===== src/rtl/prga_decrypt.sv =====
// ARC4 keystream + decrypt: reads length-prefixed ct, swaps S, writes length-prefixed pt.
// Latency 2+6*len cycles from en acceptance to rdy; no backpressure, memories must answer in one cycle.
module prga_decrypt #(
    parameter int DW = 8,
    parameter int AW = 8
) (
    input  logic          clk,
    input  logic          rst,
    input  logic          en,
    output logic          rdy,
    output logic [AW-1:0] s_addr,
    input  logic [DW-1:0] s_rddata,
    output logic [DW-1:0] s_wrdata,
    output logic          s_wren,
    output logic [AW-1:0] ct_addr,
    input  logic [DW-1:0] ct_rddata,
    output logic [AW-1:0] pt_addr,
    output logic [DW-1:0] pt_wrdata,
    output logic          pt_wren
);

    localparam logic [3:0] ST_IDLE   = 4'd0;
    localparam logic [3:0] ST_LEN_RD = 4'd1;
    localparam logic [3:0] ST_LEN_LD = 4'd2;
    localparam logic [3:0] ST_SI_RD  = 4'd3;
    localparam logic [3:0] ST_SI_LD  = 4'd4;
    localparam logic [3:0] ST_SJ_LD  = 4'd5;
    localparam logic [3:0] ST_SI_WR  = 4'd6;
    localparam logic [3:0] ST_PAD_RD = 4'd7;
    localparam logic [3:0] ST_PAD_LD = 4'd8;

    logic [3:0]    state_q, state_d;
    logic [AW-1:0] i_q, i_d;
    logic [AW-1:0] j_q, j_d;
    logic [AW-1:0] k_q, k_d;
    logic [DW-1:0] len_q, len_d;
    logic [DW-1:0] si_q, si_d;
    logic [DW-1:0] sj_q, sj_d;
    logic [DW-1:0] pad_idx;

    assign pad_idx = si_q + sj_q;

    always_comb begin
        state_d   = state_q;
        i_d       = i_q;
        j_d       = j_q;
        k_d       = k_q;
        len_d     = len_q;
        si_d      = si_q;
        sj_d      = sj_q;
        rdy       = 1'b0;
        s_addr    = '0;
        s_wrdata  = '0;
        s_wren    = 1'b0;
        ct_addr   = '0;
        pt_addr   = '0;
        pt_wrdata = '0;
        pt_wren   = 1'b0;
        case (state_q)
            ST_IDLE: begin
                rdy = 1'b1;
                if (en) begin
                    state_d = ST_LEN_RD;
                    i_d     = '0;
                    j_d     = '0;
                end
            end
            ST_LEN_RD: begin
                ct_addr = '0;
                state_d = ST_LEN_LD;
            end
            ST_LEN_LD: begin
                len_d     = ct_rddata;
                pt_addr   = '0;
                pt_wrdata = ct_rddata;
                pt_wren   = 1'b1;
                if (ct_rddata == '0) begin
                    state_d = ST_IDLE;
                end else begin
                    k_d     = AW'(1);
                    i_d     = AW'(1);
                    state_d = ST_SI_RD;
                end
            end
            ST_SI_RD: begin
                s_addr  = i_q;
                state_d = ST_SI_LD;
            end
            ST_SI_LD: begin
                si_d    = s_rddata;
                j_d     = j_q + AW'(s_rddata);
                s_addr  = j_q + AW'(s_rddata);
                state_d = ST_SJ_LD;
            end
            ST_SJ_LD: begin
                // j_q already holds the updated j; store S[i] there first
                sj_d     = s_rddata;
                s_addr   = j_q;
                s_wrdata = si_q;
                s_wren   = 1'b1;
                state_d  = ST_SI_WR;
            end
            ST_SI_WR: begin
                s_addr   = i_q;
                s_wrdata = sj_q;
                s_wren   = 1'b1;
                state_d  = ST_PAD_RD;
            end
            ST_PAD_RD: begin
                s_addr  = AW'(pad_idx);
                ct_addr = k_q;
                state_d = ST_PAD_LD;
            end
            ST_PAD_LD: begin
                pt_addr   = k_q;
                pt_wrdata = s_rddata ^ ct_rddata;
                pt_wren   = 1'b1;
                if (k_q == AW'(len_q)) begin
                    state_d = ST_IDLE;
                end else begin
                    k_d     = k_q + AW'(1);
                    i_d     = i_q + AW'(1);
                    state_d = ST_SI_RD;
                end
            end
            default: state_d = ST_IDLE;
        endcase
    end

    always_ff @(posedge clk or posedge rst) begin
        if (rst) begin
            state_q <= ST_IDLE;
            i_q     <= '0;
            j_q     <= '0;
            k_q     <= '0;
            len_q   <= '0;
            si_q    <= '0;
            sj_q    <= '0;
        end else begin
            state_q <= state_d;
            i_q     <= i_d;
            j_q     <= j_d;
            k_q     <= k_d;
            len_q   <= len_d;
            si_q    <= si_d;
            sj_q    <= sj_d;
        end
    end

endmodule


===== config.mk =====
export PLATFORM = sky130hd
export DESIGN_NAME = prga_decrypt
export DESIGN_NICKNAME = d
export VERILOG_FILES = /design/src/rtl/prga_decrypt.sv
export SDC_FILE = /design/constraint.sdc
export NUM_CORES = 1
export LEC_CHECK = 0
export BUFFER_PORTS_ARGS = -buffer_cell sky130_fd_sc_hd__buf_2
export CAP_MARGIN = 10
export CORE_MARGIN = 4
export CORE_UTILIZATION = 50
export CTS_BUF_LIST = sky130_fd_sc_hd__clkbuf_8
export DETAILED_ROUTE_END_ITERATION = 7
export GPL_ROUTABILITY_DRIVEN = 0
export PLACE_DENSITY_LB_ADDON = 0.08
export SLEW_MARGIN = 5
export SYNTH_ARGS = -nofsm -noshare
export SYNTH_HDL_FRONTEND = slang
export SYNTH_SLANG_ARGS = --single-unit

===== constraint.sdc =====
create_clock -name clk -period 3.1 [get_ports clk]
set_clock_uncertainty 0.1 [all_clocks]
set_input_delay 0.62 -clock clk [delete_from_list [all_inputs] [get_ports clk]]
set_output_delay 0.62 -clock clk [all_outputs]
set_load 0.05 [all_outputs]

After elaboration in Yosys (flattened, before gate mapping)
Cells that the tools add are included.
Storage, ports and cells
  register bits after elaboration: 52
  input bits: 19
  output and inout port bits: 43
  word-level logic and storage cells: 54
Cells by class
  add/subtract/negate cells: 4
  equal/unequal tests: 12
  mux-type cells: 19
  bitwise logic cells: 1
  reduce and logical (&&, ||, !) cells: 11
Operators by type and width (number)
  8-bit case mux with 2 select lines: 4
  8-bit two-way mux: 6
  4-bit case mux with 9 select lines: 1
  8-bit case mux with 4 select lines: 1
  8-bit case mux with 3 select lines: 1
  8-bit by 1-bit adder with 8-bit output (second input constant): 2
  8-bit adder: 2
  4-bit by 3-bit == test with 1-bit output (second input constant): 4
  4-bit by 2-bit == test with 1-bit output (second input constant): 2
  8-bit == test: 1
  8-bit zero test: 1
  8-bit XOR: 1
  2-bit != test (second input constant): 3
  2-bit OR reduction: 3
  4-bit by 1-bit == test with 1-bit output (second input constant): 1
  4-bit == test (second input constant): 1
  4-bit zero test: 1
  2-bit two-way mux: 2
  4-bit two-way mux: 1
  4-bit AND reduction: 1
  2-bit nonzero test: 2
  1-bit two-way mux: 3
  3-bit AND reduction: 1
  3-bit nonzero test: 1
  2-bit AND reduction: 1

Logic depth before layout (Yosys ltp)
Gate-level depths: netlist of run 1.
  word-level depth: 3
  gate-level depth with buffers: 8
  mapped depth without buffers: 7

Least setup slack after synthesis of run 1
Ideal clock, no wire load.
  path type: input to output
  start point: in s_rddata[0]
  end point: out s_addr[1]
  arrival time: 2618 ps
  setup slack: -238 ps
  cell stages on the path: 6
  path buffers: 0
  cell sequence: ha_1 > fa_1 > mux2i_1 > nor2_1 > a31oi_1 > o21ai_0
Between the ends
  cells in the longest elaborated chain, start to end: 2
RTL lines
  start, declared: RTL line 12  | input logic [DW-1:0] s_rddata,
  8-bit adder: RTL line 92  | s_addr = j_q + AW'(s_rddata);
  8-bit case mux with 4 select lines: RTL line 59  | case (state_q)
  end, declared: RTL line 11  | output logic [AW-1:0] s_addr,
No other way between the ends.

Final worst setup path of run 1
  start point: in s_rddata[6]
  end point: out s_addr[7]
The elaborated chain is that of the path after synthesis.

==> run summary, run 1 <==
status - finished clean
Post-Route Setup TNS - 0 ps
GRT Overall Usage - 22.9%
TritonCTS clock tree - yes
count of different cell masters after synthesis - 57
Routed Antenna Nets - 0
CP startpoint kind - primary input
slew of the pin with the lowest slew margin - 548 ps
WP data arrival - 2340 ps
Setup Crit Path Kind - in -> out
htree depth - 2
post-synth net total - 417
final hold vios - 0
first-pass GRT wire length - 15800 µm
initial core utilization - 52.4%
Antenna Cells - 0
layout cells sized above 1 - 33.8%
Primary FF master, synth - dfrtp_1
# port buffers - 61
post-DR vias/cell - 5.79
Synth Instances - 380
CP endpoint kind - primary output
P_leak - 2.06 nW
initial antenna violation count - 0
layout net count - 491
power after layout - 4.51 mW
wire per inst - 17.3 µm
CP Max Fanout - 5
pin count of the biggest net entering global routing - 25
# DRC - 0
number of synthesized flops with an enable pin - 0
FF+latch count, synth - 52
later-pin clock latency in the skew report - 310 ps
min-delay worst type - in -> async
Num CTS Buffers - 5
gr ovfl total - 0
iteration count of the initial detailed-routing pass - 5
clk buf depth - 2
Finished Layout Cells - 551
die area - 8700 µm²
Cell Pwr Density - 1040 nW/µm²
clock slew at reported path FFs - 100 ps
Fill cells - 617
Root Driver - clkbuf_8
row count - 30
maximum vdd drop - 601 µV
DP Cell Count - 540
Final HPWL DP - 7190 µm
Die H - 93.3 µm
vias in the first global route - 3083
mapped cell area - 3640 µm²
Slew headroom - 63.4%
final setup violation count - 0
area grow syn2layout - 19.1%
period utilisation layout - 98.6%
syn avg cell area - 9.57 µm²
I/O pins - 62
vias - 3193
DRT Wirelength - 9540 µm
Die Wd - 93.3 µm
Peak Freq - 327 MHz
RSZ-0062 raised after global routing - yes
max_cap viols - 0
Tmin final - 3060 ps
Starting DRT DRC Count - 231
synth warn - 0
post-synthesis sequential area ratio - 35.8%
Synth async-reset ratio - 100%
Required @ worst endpoint - 2380 ps
final count of pins violating max slew - 0
clock sink count - 52
total core area - 6940 µm²
-- cell usage in the layout, fill, tap and decap left out, types with 8 or more instances in the layout --
cell type,n
nand2_1,37
o21ai_0,21
xnor2_1,10
ha_1,12
dfrtp_1,50
buf_4,30
nor2_1,25
a21oi_1,14
and2_1,15
mux2_2,24
a22o_1,14
buf_2,56
a31oi_1,8
xor2_1,13
-- worst max-delay path: stages --
cell,delay [ps]
buf_2,160
ha_1,370
a21oi_1,160
o21ai_0,150
a41oi_2,200
xnor2_1,120
a221o_1,360
buf_4,190
-- flip-flops by register name, indices dropped and copies added (netlist names) --
| signal | count |
|---|---|
| i_q | 8 |
| si_q | 8 |
| sj_q | 8 |
| state_q | 4 |
| k_q | 8 |
| len_q | 8 |
| j_q | 8 |
-- per-layer routing --
| metal | wire (µm) | GRT usage, % | up-vias | share of wire, % |
|---|---|---|---|---|
| met5 | 0 | 0 | - | 0 |
| met4 | 57 | 5.98 | 0 | 0.60 |
| met3 | 464 | 3.38 | 5 | 4.9 |
| met2 | 4310 | 34.5 | 88 | 45 |
| met1 | 4710 | 34.3 | 1566 | 49 |
| li1 | - | - | 1534 | - |
-- worst paths after layout --
| kind | start | end | slack (ps) | cells after the start |
|---|---|---|---|---|
| worst max-delay path | s_rddata[6] | s_addr[7] | 40 | 8 |
| worst min-delay path | rst | j_q[7] | 250 | 2 |
| worst max register to register | state_q[0] | k_q[4] | 890 | 8 |
| worst min register to register | j_q[3] | j_q[3] | 430 | 1 |
| max in group asynchronous | rst | state_q[0] | 2000 | 3 |
| min in group clk | j_q[3] | j_q[3] | 430 | 1 |
-- Yosys cell counts, types with 3 or more instances --
library cell / count / area share (%)
a22o_1: 14 / 3.4
nand3b_1: 3 / 0.62
a31oi_1: 8 / 1.4
a21o_2: 3 / 0.72
nand2_1: 37 / 3.8
o21bai_1: 6 / 1.2
mux2i_1: 7 / 1.9
nor3_1: 4 / 0.55
a211oi_1: 7 / 1.4
a21oi_1: 16 / 2.2
and2_1: 15 / 2.6
nor2_1: 25 / 2.6
inv_1: 5 / 0.52
xnor2_1: 11 / 2.6
o21ai_0: 26 / 3.6
dfrtp_1: 52 / 36
a21o_1: 6 / 1.2
mux2_2: 24 / 7.4
or4_1: 3 / 0.62
xor2_1: 13 / 3.1
a32oi_1: 3 / 0.72
ha_1: 16 / 5.5
clkbuf_1: 6 / 0.62
a22oi_1: 3 / 0.62
buf_2: 12 / 1.7
nand3_1: 7 / 0.96
nand2b_1: 3 / 0.52
nand4_1: 4 / 0.69
and3_1: 4 / 0.69
-- per-stage QoR --
step / hold WS, ps / setup WS [ps] / instance area, µm² / utilization (%)
2_1_floorplan: 372 / 1.35 / 3640 / -
3_3_place_gp: 397 / -57.2 / 4140 / 59.7
3_5_place_dp: 401 / -108 / 4140 / 59.7
4_1_cts: 270 / 12.5 / 4270 / 61.5
5_1_grt: 298 / -14.8 / 4330 / 62.4
6_report: 251 / 43.9 / 4330 / 62.4
-- logic make-up (layout without fill, tap and decap cells) --
kind of cell    after synthesis  after routing  share of synthesized area, %
compound gates              108            108                          20.4
xor+xnor                     25             25                          6.23
fa+ha+maj                    18             18                          6.60
buf+inv                      27            102                          3.65
flops                        52             52                          35.8
mux                          31             31                          9.36
simple gates                119            119                          18.0
-- repair_timing --
item	in CTS	in global routing
setup endpoints to repair	4	6
pin swaps	0	7
gates resized for setup	12	16
hold buffers	0	0
buffers inserted	0	3
-- cell type report --
class                      count  area [µm²]  share of cell area [%]
multi-input combinational    301        2270                    52.4
sequential                    52        1300                    30.1
timing repair buffer          89         532                    12.3
tap                           96         120                    2.77
clock buffer                   5        68.8                    1.59
clock inverter                 3        18.8                   0.433
inverter                       5        18.8                   0.433
-- power by group --
group          switching, mW  internal (mW)  total [mW]
clock network          0.239          0.158       0.397
registers              0.257          0.932        1.19
logic                   1.75           1.17        2.93
Note: power is estimated with default switching activity, not from simulation.
==> inputs of run 2 (changes only) <==
--- a/config.mk
+++ b/config.mk
@@ -9,7 +9,8 @@
 export CAP_MARGIN = 10
 export CORE_MARGIN = 4
 export CORE_UTILIZATION = 50
-export CTS_BUF_LIST = sky130_fd_sc_hd__clkbuf_8
+export CTS_BUF_LIST = sky130_fd_sc_hd__clkbuf_4
+export CTS_CLUSTER_SIZE = 16
 export DETAILED_ROUTE_END_ITERATION = 7
 export GPL_ROUTABILITY_DRIVEN = 0
 export PLACE_DENSITY_LB_ADDON = 0.08
==> run summary, run 2 (synthesized netlist as in run 1, its figures left out) <==
status - complete, but fails checks
failing checks - setup timing
initial antenna violation count - 0 (unchanged)
wire per inst - 17.4 µm (+0.24%)
Gate power share - 67.0% (+2.2 points)
Setup Crit Path Kind - reg -> out
clock slew at reported path FFs - 170 ps (+70 ps)
clk buf depth - 2 (unchanged)
Final HPWL DP - 7190 µm (unchanged)
Num CTS Buffers - 5 (unchanged)
htree depth - 2 (unchanged)
WP data arrival - 2400 ps (+60 ps)
layout net count - 497 (+1.2%)
gr ovfl total - 0 (unchanged)
Psw - 2.29 mW (+2.1%)
pin count of the biggest net entering global routing - 25 (unchanged)
busiest grt layer - met2
Die H - 93.3 µm (unchanged)
iteration count of the initial detailed-routing pass - 5 (unchanged)
clock sink count - 52 (unchanged)
later-pin clock latency in the skew report - 380 ps (+70 ps)
Reg-to-Reg Start - state_q[0]
GRT Overall Usage - 23.1% (+0.17 points)
Slew headroom - 63.6% (+0.24 points)
Antenna Cells - 0 (unchanged)
maximum vdd drop - 579 µV (-3.7%)
capture point of the worst reg-to-reg path - k_q[4]
met3 usage - 4.10% (+0.72 points)
final hold vios - 0 (unchanged)
Die Wd - 93.3 µm (unchanged)
vias - 3225 (+1.0%)
Net Sw Frac - 50.1% (+0.30 points)
post-DR vias/cell - 5.79 (about the same)
commonest non-fill, non-tap cell in the layout - buf_2
CP endpoint kind - primary output
Starting DRT DRC Count - 173 (-25%)
Root Driver - clkbuf_4
TritonCTS clock tree - yes
Clock Power Share - 7.1% (-1.7 points)
Tmin final - 3120 ps (+62.2 ps)
Required @ worst endpoint - 2380 ps (about the same)
Cell Pwr Density - 1040 nW/µm² (about the same)
row count - 30 (unchanged)
met2 Use GR - 35.1% (+0.54 points)
DP Worst Slack - -108 ps (unchanged)
initial core utilization - 52.4% (unchanged)
worst r2r path cells - 8 (unchanged)
I/O pins - 62 (unchanged)
CP startpoint kind - register
CP Max Fanout - 2 (-3)
# DRC - 0 (unchanged)
Routed Antenna Nets - 0 (unchanged)
slew of the pin with the lowest slew margin - 544 ps (-3.66 ps)
vias in the first global route - 3111 (+0.91%)
final setup violation count - 1 (+1)
Worst Setup Slack, final - -18.3 ps (-62.2 ps)
Int Power - 2.28 mW (+0.86%)
worst hold slack - 156 ps (-94.9 ps)
area grow syn2layout - 21.0%
layout cells sized above 1 - 36.7% (+2.8 points)
min-delay worst type - in -> async
R2R Setup Slk - 870 ps (-20 ps)
Flop pwr share - 25.9% (-0.5 points)
GR Util met1 - 34.2% (-0.10 points)
period utilisation layout - 101% (+2.0 points)
max_cap viols - 0 (unchanged)
final count of pins violating max slew - 0 (unchanged)
DRT Wirelength - 9670 µm (+1.3%)
RSZ-0062 raised after global routing - yes
hold-fix buffer count after cts - 0 (unchanged)
most frequent cells in the layout - 56 x buf_2, 49 x dfrtp_1, 37 x nand2_1
Peak Freq - 321 MHz (-2.0%)
total core area - 6940 µm² (unchanged)
first-pass GRT wire length - 15900 µm (+0.56%)
# port buffers - 61 (unchanged)
P_leak - 2.08 nW (+1.1%)
die area - 8700 µm² (unchanged)
[run 2: through the flow]
step | TNS (ps) | area, µm² | power (mW) | cells | util (%)
2_1_floorplan | 0 | 3640 | 3.27 | 380 | -
3_3_place_gp | -105 | 4140 | 3.87 | 540 | 59.7
3_5_place_dp | -173 | 4140 | 3.92 | 540 | 59.7
4_1_cts | -24.9 | 4280 | 4.38 | 551 | 61.6
5_1_grt | -169 | 4400 | 4.90 | 557 | 63.4
6_report | -18.3 | 4400 | 4.58 | 557 | 63.4
[run 2: how the worst max path moves through the flow]
stage	from	to	cells past startpoint
final	j_q[0]	s_addr[6]	8
after CTS	j_q[0]	s_addr[7]	8
after floorplan	state_q[1]	pt_wrdata[0]	5
after global routing	j_q[0]	s_addr[6]	8
after global placement	s_rddata[0]	s_addr[6]	9
after detailed placement	s_rddata[0]	s_addr[7]	9
[run 2: routing by layer]
layer  wire, µm  vias to the layer above
met2       4370                      105
met3        542                        4
met5          0                        -
met1       4700                     1565
met4         51                        0
li1           -                     1551
[run 2: what timing repair did]
action	CTS	global route
endpoints found under the setup margin	5	21
gates resized for setup	17	23
pin swaps	3	9
setup buffers	3	6
cloned	0	0
hold endpoints to repair	0	0
[run 2: layout make-up]
cell class,instances,area (µm²)
Clock buffer,5,37.5
Clock inverter,3,18.8
Fill cell,603,2540
Inverter,5,18.8
Multi-Input combinational cell,301,2310
Sequential cell,52,1310
Tap cell,96,120
Timing Repair Buffer,95,592
[run 2: power groups by stage]
stage / Combinational (mW) / Clock [mW] / Sequential (mW)
CTS: 2.87 / 0.332 / 1.18
global route: 3.31 / 0.361 / 1.22
floorplan: 2.17 / 0 / 1.10
finish: 3.07 / 0.326 / 1.19
global placement: 2.68 / 0 / 1.19
detailed placement: 2.72 / 0 / 1.20
[run 2: critical path: stages, from the launching register on]
cell	delay, ps
dfrtp_1	420
ha_2	190
fa_2	350
a211oi_2	220
o21bai_1	90
a21oi_1	200
xnor2_1	120
a211o_1	280
buf_6	160
==> inputs of run 3 (changes only) <==
--- a/config.mk
+++ b/config.mk
@@ -5,6 +5,7 @@
 export SDC_FILE = /design/constraint.sdc
 export NUM_CORES = 1
 export LEC_CHECK = 0
+export ABC_AREA = 1
 export BUFFER_PORTS_ARGS = -buffer_cell sky130_fd_sc_hd__buf_2
 export CAP_MARGIN = 10
 export CORE_MARGIN = 4
==> run summary, run 3 <==
status - finished clean
Peak Freq - 343 MHz (+6.9%)
CP endpoint kind - primary output
wire per inst - 14.3 µm (-18%)
final hold vios - 0 (unchanged)
worst r2r path cells - 9 (+1)
Finished Layout Cells - 703 (+26%)
most frequent cells in the layout - 165 x nand2_1, 68 x inv_1, 59 x buf_2
Required @ worst endpoint - 2380 ps (about the same)
count leader, synth - nand2_1
mapped cell area - 3750 µm² (+3.0%)
total core area - 7250 µm² (+4.5%)
worst hold slack - 97.6 ps (-58.3 ps)
Final HPWL DP - 7720 µm (+7.3%)
Die Wd - 94.6 µm (+1.4%)
maximum vdd drop - 227 µV (-61%)
layout net count - 640 (+29%)
clock sink count - 52 (unchanged)
post-DR vias/cell - 5.23 (-9.7%)
CP startpoint kind - register
Synth Instances - 542 (+43%)
number of synthesized flops with an enable pin - 0 (unchanged)
WP data arrival - 2200 ps (-200 ps)
Die H - 94.6 µm (+1.4%)
post-synthesis sequential area ratio - 34.7% (-1.1 points)
post-CTS setup repair buffer count - 0 (-3)
CP startpoint - si_q[2]
synth warn - 0 (unchanged)
Reg-to-Reg Start - state_q[0]
Tmin final - 2920 ps (-201 ps)
min-delay worst type - in -> async
RSZ-0062 raised after global routing - no
Resized Gates After CTS - 0 (-17)
I/O pins - 62 (unchanged)
# port buffers - 61 (unchanged)
Post-synth top cells - 166 x nand2_1, 69 x inv_1, 53 x nand3_1, 52 x dfrtp_1, 47 x nor2_1
gr ovfl total - 0 (unchanged)
Antenna Cells - 0 (unchanged)
syn avg cell area - 6.91 µm² (-28%)
initial core utilization - 51.7% (-0.71 points)
largest cells by area after synthesis - dfrtp_1 35%, nand2_1 17%, nand3_1 7.1%
DP Cell Count - 695 (+29%)
Starting DRT DRC Count - 210 (+21%)
Cell Pwr Density - 513 nW/µm² (-51%)
period utilisation layout - 94.1% (-6.5 points)
P_leak - 2.26 nW (+8.6%)
hold-fix buffer count after cts - 0 (unchanged)
CP Max Fanout - 6 (+4)
row count - 31 (+3.3%)
iteration count of the initial detailed-routing pass - 5 (unchanged)
capture point of the worst reg-to-reg path - k_q[6]
Cell Area, Placed - 4160 µm² (+0.33%)
FF+latch count, synth - 52 (unchanged)
final count of pins violating max slew - 0 (unchanged)
commonest non-fill, non-tap cell in the layout - nand2_1
TritonCTS clock tree - yes
R2R Setup Slk - 990 ps (+120 ps)
vias in the first global route - 3526 (+13%)
Primary FF master, synth - dfrtp_1
clk buf depth - 2 (unchanged)
max_cap viols - 0 (unchanged)
area leader, netlist - dfrtp_1
GRT Overall Usage - 23.9% (+0.80 points)
Design Area, Final - 4250 µm² (-3.4%)
Routed Antenna Nets - 0 (unchanged)
Setup Crit Path Kind - reg -> out
later-pin clock latency in the skew report - 380 ps (about the same)
Synth async-reset ratio - 100% (unchanged)
die area - 8940 µm² (+2.8%)
Num CTS Buffers - 5 (unchanged)
power after layout - 2.18 mW (-52%)
Slew headroom - 51.2% (-12 points)
first-pass GRT wire length - 16800 µm (+5.9%)
post-synth top area share - 34.7% (-1.1 points)
vias - 3674 (+14%)
Root Driver - clkbuf_4
pin count of the biggest net entering global routing - 29 (+16%)
post-synth net total - 579 (+39%)
area grow syn2layout - 13.5%
clock slew at reported path FFs - 160 ps (about the same)
slew of the pin with the lowest slew margin - 732 ps (+187 ps)
count of different cell masters after synthesis - 35 (-39%)
layout cells sized above 1 - 15.9% (-21 points)
Post-Route Setup TNS - 0 ps (+18.3 ps)
initial antenna violation count - 0 (unchanged)
htree depth - 2 (unchanged)
DRT Wirelength - 10000 µm (+3.7%)
# DRC - 0 (unchanged)
final setup violation count - 0 (-1)
run 3: worst max-delay path, stage by stage, from the launching register on:
cell	delay, ps
dfrtp_1	440
ha_1	380
nand3_1	140
nand3_1	150
nand2_1	120
nand2_1	50
nand2_1	50
nand3_1	110
nand3_1	110
buf_2	260
run 3: how the worst max path moves through the flow:
| stage | endpoint | depth (start not counted) |
|---|---|---|
| after detailed placement | s_addr[4] | 9 |
| after CTS | s_addr[4] | 8 |
| final | s_addr[7] | 9 |
| after floorplan | pt_wrdata[0] | 4 |
| after global routing | s_addr[4] | 8 |
| after global placement | s_addr[4] | 9 |
run 3: cell families after synthesis:
group           share of synthesized area [%]
xor+xnor                                 3.04
compound gates                           11.8
fa+ha+maj                                6.41
flops                                    34.7
buf+inv                                  9.65
simple gates                             34.4
run 3: layout make-up:
cell class | instances | area (µm²)
inverters | 77 | 292
clock buffers | 5 | 37.5
repair buffers | 68 | 363
multi-input cells | 399 | 2090
clock inverters | 3 | 42.5
flip-flops and latches | 52 | 1300
well taps | 99 | 124
fillers | 712 | 3000
run 3: per-layer routing:
metal	up-vias	track usage [%]	wire, µm
met1	1688	31.2	4540
met2	99	41.6	4880
met5	-	0	0
li1	1871	-	-
met3	16	3.27	415
met4	0	6.49	193
run 3: per-stage QoR:
stage | setup WS [ps] | util [%]
after global routing | 40.1 | 58.6
after detailed placement | 180 | 57.3
after global placement | 200 | 57.3
after CTS | 54.7 | 58.4
after floorplan | 317 | -
final | 183 | 58.6
run 3: report_power, final:
part | total, mW | leakage [nW] | switching (mW) | internal [mW]
Sequential | 0.802 | 0.612 | 0.0579 | 0.744
Combinational | 0.976 | 1.61 | 0.680 | 0.296
Clock | 0.402 | 0.0428 | 0.232 | 0.169
